**src/rtl/gray_pkg.sv**
```systemverilog
// Shared Gray-code helpers and width limits for the parametrised Gray counter.
package gray_pkg;

  localparam int unsigned MAX_WIDTH = 16;

  // Binary to Gray: each Gray bit is the XOR of adjacent binary bits.
  function automatic logic [MAX_WIDTH-1:0] bin2gray(input logic [MAX_WIDTH-1:0] b);
    return b ^ (b >> 1);
  endfunction

  // Gray to binary: prefix XOR from the MSB downwards (zero-extended inputs are safe).
  function automatic logic [MAX_WIDTH-1:0] gray2bin(input logic [MAX_WIDTH-1:0] g);
    logic [MAX_WIDTH-1:0] b;
    b[MAX_WIDTH-1] = g[MAX_WIDTH-1];
    for (int i = MAX_WIDTH - 2; i >= 0; i--) begin
      b[i] = b[i+1] ^ g[i];
    end
    return b;
  endfunction

endpackage

```
**src/rtl/gray_next_logic.sv**
```systemverilog
// Next-state logic for the Gray counter: load / up / down step with wrap or saturate.
//   cnt        current binary count
//   up_down    direction (1 = up)
//   enable     step request
//   load       parallel-load request (wins over enable)
//   load_value binary value to load
//   cnt_next   next binary count
//   term_next  terminal event (wrap or blocked saturation step) on this step
module gray_next_logic
  import gray_pkg::*;
#(
  parameter int unsigned WIDTH    = 5,
  parameter bit          SATURATE = 1'b0
) (
  input  logic [WIDTH-1:0] cnt,
  input  logic             up_down,
  input  logic             enable,
  input  logic             load,
  input  logic [WIDTH-1:0] load_value,
  output logic [WIDTH-1:0] cnt_next,
  output logic             term_next
);

  localparam logic [WIDTH-1:0] MAX_VAL = '1;

  // Step selection; at either end of range the step is terminal and either wraps or holds.
  always_comb begin
    cnt_next  = cnt;
    term_next = 1'b0;
    if (load) begin
      cnt_next = load_value;
    end else if (enable) begin
      if (up_down) begin
        if (cnt == MAX_VAL) begin
          term_next = 1'b1;
          if (!SATURATE) cnt_next = '0;
        end else begin
          cnt_next = cnt + WIDTH'(1);
        end
      end else begin
        if (cnt == '0) begin
          term_next = 1'b1;
          if (!SATURATE) cnt_next = MAX_VAL;
        end else begin
          cnt_next = cnt - WIDTH'(1);
        end
      end
    end
  end

endmodule

```
**src/rtl/gray_counter_param.sv**
```systemverilog
// Parametrised up/down Gray counter with parallel load, wrap/saturate mode,
// registered binary mirror and terminal-event pulse.
//   clk        rising-edge clock
//   reset      synchronous active-high reset
//   enable     count-step request
//   up_down    direction (1 = up), sampled with the step
//   load       synchronous parallel load
//   load_value binary value to load
//   gray_out   registered Gray count
//   bin_out    registered binary count
//   at_limit   combinational: count at end of range for the live direction
//   term_pulse registered one-cycle pulse per wrap or blocked saturation step
module gray_counter_param
  import gray_pkg::*;
#(
  parameter int unsigned WIDTH       = 5,
  parameter bit          SATURATE    = 1'b0,
  parameter int unsigned RESET_VALUE = 0
) (
  input  logic             clk,
  input  logic             reset,
  input  logic             enable,
  input  logic             up_down,
  input  logic             load,
  input  logic [WIDTH-1:0] load_value,
  output logic [WIDTH-1:0] gray_out,
  output logic [WIDTH-1:0] bin_out,
  output logic             at_limit,
  output logic             term_pulse
);

  localparam logic [WIDTH-1:0] MAX_VAL  = '1;
  localparam logic [WIDTH-1:0] RST_BIN  = WIDTH'(RESET_VALUE);
  localparam logic [WIDTH-1:0] RST_GRAY = WIDTH'(bin2gray(MAX_WIDTH'(RESET_VALUE)));

  // Elaboration-time parameter checks.
  if (WIDTH < 2 || WIDTH > MAX_WIDTH) begin : g_bad_width
    $error("gray_counter_param: WIDTH must be in 2..16");
  end
  if (RESET_VALUE >= (32'd1 << WIDTH)) begin : g_bad_reset_value
    $error("gray_counter_param: RESET_VALUE out of range for WIDTH");
  end

  logic [WIDTH-1:0] cnt;
  logic [WIDTH-1:0] gray_r;
  logic             term_r;
  logic [WIDTH-1:0] cnt_next;
  logic             term_next;

  gray_next_logic #(
    .WIDTH    (WIDTH),
    .SATURATE (SATURATE)
  ) u_next (
    .cnt        (cnt),
    .up_down    (up_down),
    .enable     (enable),
    .load       (load),
    .load_value (load_value),
    .cnt_next   (cnt_next),
    .term_next  (term_next)
  );

  // Binary and Gray registers update on the same edge so they are never skewed.
  always_ff @(posedge clk) begin
    if (reset) begin
      cnt    <= RST_BIN;
      gray_r <= RST_GRAY;
      term_r <= 1'b0;
    end else begin
      cnt    <= cnt_next;
      gray_r <= WIDTH'(bin2gray(MAX_WIDTH'(cnt_next)));
      term_r <= term_next;
    end
  end

  assign bin_out    = cnt;
  assign gray_out   = gray_r;
  assign term_pulse = term_r;
  assign at_limit   = up_down ? (cnt == MAX_VAL) : (cnt == '0);

endmodule

```
**config.mk**
```make
export PLATFORM = sky130hd
export DESIGN_NAME = gray_counter_param
export DESIGN_NICKNAME = d
export VERILOG_FILES = /design/src/rtl/gray_pkg.sv /design/src/rtl/gray_next_logic.sv /design/src/rtl/gray_counter_param.sv
export SDC_FILE = /design/constraint.sdc
export NUM_CORES = 1
export LEC_CHECK = 0
export BUFFER_PORTS_ARGS = -buffer_cell sky130_fd_sc_hd__buf_2
export CORE_MARGIN = 1.5
export CORE_UTILIZATION = 47
export CTS_CLUSTER_DIAMETER = 120
export DETAILED_ROUTE_END_ITERATION = 7
export PLACE_DENSITY = 0.76
export SKIP_LAST_GASP = 1
export SYNTH_ARGS = -nofsm -noshare
export SYNTH_HDL_FRONTEND = slang
export SYNTH_HIERARCHICAL = 1
export SYNTH_SLANG_ARGS = --single-unit
```
**constraint.sdc**
```tcl
create_clock -name clk -period 2.3 [get_ports clk]
set_clock_uncertainty 0.05 [all_clocks]
set_input_delay 0.23 -clock clk [delete_from_list [all_inputs] [get_ports clk]]
set_output_delay 0.23 -clock clk [all_outputs]
set_load 0.01 [all_outputs]
```
==> impl_metrics.env <==
export IMPL_cts_tree="built"
export IMPL_crit_fanout=7
export IMPL_pin_count=22
export IMPL_yosys_warnings=6
export IMPL_routed_wl_um=1260
export IMPL_post_drt_wl_per_cell_um=11.3
export IMPL_ys_seq_area_share_pct=31.8
export IMPL_fin_crit_ns=2.15
export IMPL_cts_resized=0
export IMPL_hp_class="input pin to flip-flop"
export IMPL_grt_max_degree=13
export IMPL_synth_top_cell_by_area="dfxtp_1"
export IMPL_clock_power_share_pct=31.9
export IMPL_synth_ff_type="dfxtp_1"
export IMPL_place_inst=107
export IMPL_holdBufCountCts=0
export IMPL_tightest_slew_ns=0.427
export IMPL_netSwitchingFraction_pct=28.6
export IMPL_p_int_mw=0.349
export IMPL_drc=0
export IMPL_ys_seq_elements=10
export IMPL_coreArea_um2=1270
export IMPL_cap_violations=0
export IMPL_ant_nets=0
export IMPL_r2r_end="gray_out[0]$_SDFF_PP0_"
export IMPL_fin_util_pct=60.9
export IMPL_async_flop_share_pct=0
export IMPL_synth_top_area_share_pct=31.8
export IMPL_holdPathEnd="gray_out[2]$_SDFF_PP0_"
export IMPL_tns_ns=0
export IMPL_synth_fp_nets=88
export IMPL_synth_area_um2=629
export IMPL_dpl_hpwl_um=991
export IMPL_p_sw_mw=0.140
export IMPL_synthCells=75
export IMPL_row_count=13
export IMPL_grt_pass1_wl_um=1860
export IMPL_nNetsFinal=110
export IMPL_maxSlewHeadroom_pct=71.2
export IMPL_min_period_over_period_pct=93.5
export IMPL_cts_setup_buffers=0
export IMPL_hold_viol=0
export IMPL_comb_power_share_pct=26.1
export IMPL_clock_latency_ns=0.26
export IMPL_finalMaxSlewViolations=0
export IMPL_p_leak_nw=0.358
export IMPL_setup_worst_path_end_class="flip-flop"
export IMPL_final_area_um2=773
export IMPL_routabilityCongestion=0.750
export IMPL_die_area_um2=1570
export IMPL_drive_above_1_share_pct=31.3
export IMPL_fmax_ghz=0.465
export IMPL_cts_clk_slew_worst_paths_ns=0.06
export IMPL_hold_depth=2
export IMPL_p_seq_share_pct=42.1
export IMPL_fill_cells=124
export IMPL_powerDensity_nw_per_um2=632
export IMPL_postSynthAreaPerCell_um2=8.39
export IMPL_avgViaCountPerCell=5.35
export IMPL_grt_overflow_total=0
export IMPL_cts_root_buf="clkbuf_4"
export IMPL_worst_setup_path_start_kind="flip-flop"
export IMPL_dr_pass1_iters=4
export IMPL_cts_made_buffers=3
export IMPL_regToRegSetupSlack_ns=0.15
export IMPL_start_util_pct=49.6
export IMPL_status="complete, no violations"
export IMPL_die_w_um=39.6
export IMPL_irDropWorstVdd_uv=507
export IMPL_final_common_cell="buf_2"
export IMPL_hp_start="reset"
export IMPL_timing_hold_ws_ns=0.192
export IMPL_h_tree_depth=1
export IMPL_grt_pass1_vias=465
export IMPL_rsz0062_at_grt="false"
export IMPL_r2r_start="bin_out[0]$_SDFF_PP0_"
export IMPL_worstPathArrival_ns=2.26
export IMPL_rr_worst_depth=8
export IMPL_layout_common_cells="21 x buf_2, 10 x dfxtp_1, 7 x nor2_1"
export IMPL_placed_cell_area_um2=733
export IMPL_cp_required_ns=2.41
export IMPL_antenna_found_initial=0
export IMPL_critPathKind="flip-flop to flip-flop"
export IMPL_dr_first_iter_drc_count=18
export IMPL_vias=594
export IMPL_yosys_top_cells_area="dfxtp_1 32%, xnor2_1 7.0%, ha_1 6.0%, nor2b_1 6.0%, nor2_1 4.2%"
export IMPL_diodes=0
export IMPL_cts_buffer_depth=2
export IMPL_clkSinkCount=10
export IMPL_layout_cells_non_filler=111
export IMPL_synth_edf_count=0
export IMPL_setup_viol=0
export IMPL_syn_to_final_growth_pct=22.9
export IMPL_yosysUniqueCellTypes=32
export IMPL_track_usage_pct=17.5
export IMPL_fp_dieH_um=39.6
export IMPL_port_buffers=21
## sequential cells by signal (all words and copies together) (netlist names)
register / cells
bin_out: 5
gray_out: 4
term_pulse: 1
## cell type report
cell class	instances	area (um2)	share of cell area, %
Inverter	3	11.3	1.46
Tap cell	15	18.8	2.43
Multi-Input combinational cell	58	402	51.9
Sequential cell	10	200	25.9
Timing Repair Buffer	21	105	13.6
Clock buffer	4	36.3	4.69
## critical path: stages, from the launching register on
cell	delay [ns]
dfxtp_1	0.37
inv_1	0.14
ha_1	0.19
or3b_1	0.37
or3_4	0.37
a221oi_2	0.24
a21o_1	0.14
xnor2_1	0.12
nor2_1	0.05
## how the worst max path moves through the flow
stage / from / cells after the start / slack [ns] / endpoint
2_1_floorplan: bin_out[0]$_SDFF_PP0_ / 9 / 0.24 / gray_out[2]$_SDFF_PP0_
3_3_place_gp: bin_out[1]$_SDFF_PP0_ / 9 / 0.05 / gray_out[2]$_SDFF_PP0_
3_5_place_dp: bin_out[0]$_SDFF_PP0_ / 9 / 0.01 / gray_out[1]$_SDFF_PP0_
4_1_cts: bin_out[1]$_SDFF_PP0_ / 9 / 0.0006 / gray_out[1]$_SDFF_PP0_
5_1_grt: bin_out[0]$_SDFF_PP0_ / 8 / 0.02 / gray_out[0]$_SDFF_PP0_
6_report: bin_out[0]$_SDFF_PP0_ / 8 / 0.15 / gray_out[0]$_SDFF_PP0_
## cell usage after synthesis, types with 3 or more instances
cell type  number
a21oi_1         3
o21ai_0         3
inv_1           3
dfxtp_1        10
xnor2_1         5
nor2b_1         6
nand3b_1        3
nor2_1          7
ha_1            3
nand2_1         6
## metrics by stage
step	power (mW)	setup slack, ns
2_1_floorplan	0.299	0.241
3_3_place_gp	0.334	0.0455
3_5_place_dp	0.336	0.0146
4_1_cts	0.493	0.000561
5_1_grt	0.518	0.0196
6_report	0.489	0.150
## cells by family after synthesis
logic type      after synthesis  synth area share (%)
compound gates               14                  16.1
simple gates                 32                  28.0
buf+inv                       7                  4.97
fa+ha+maj                     3                  5.96
mux                           2                  3.38
flops                        10                  31.8
xor+xnor                      7                  9.74
## layer usage
metal	global-route usage [%]	routed length, um	up-vias
li1	-	-	302
met1	21.4	590	271
met5	0	0	-
met2	28.7	592	21
met3	6.82	75	0
met4	3.45	0	0
## power groups by stage
stage	logic, mW	clock network [mW]	registers [mW]
5_1_grt	0.144	0.166	0.208
3_5_place_dp	0.127	0	0.210
3_3_place_gp	0.125	0	0.209
2_1_floorplan	0.0831	0	0.216
6_report	0.127	0.156	0.206
4_1_cts	0.127	0.160	0.206
Power figures use the tool's default switching activity.
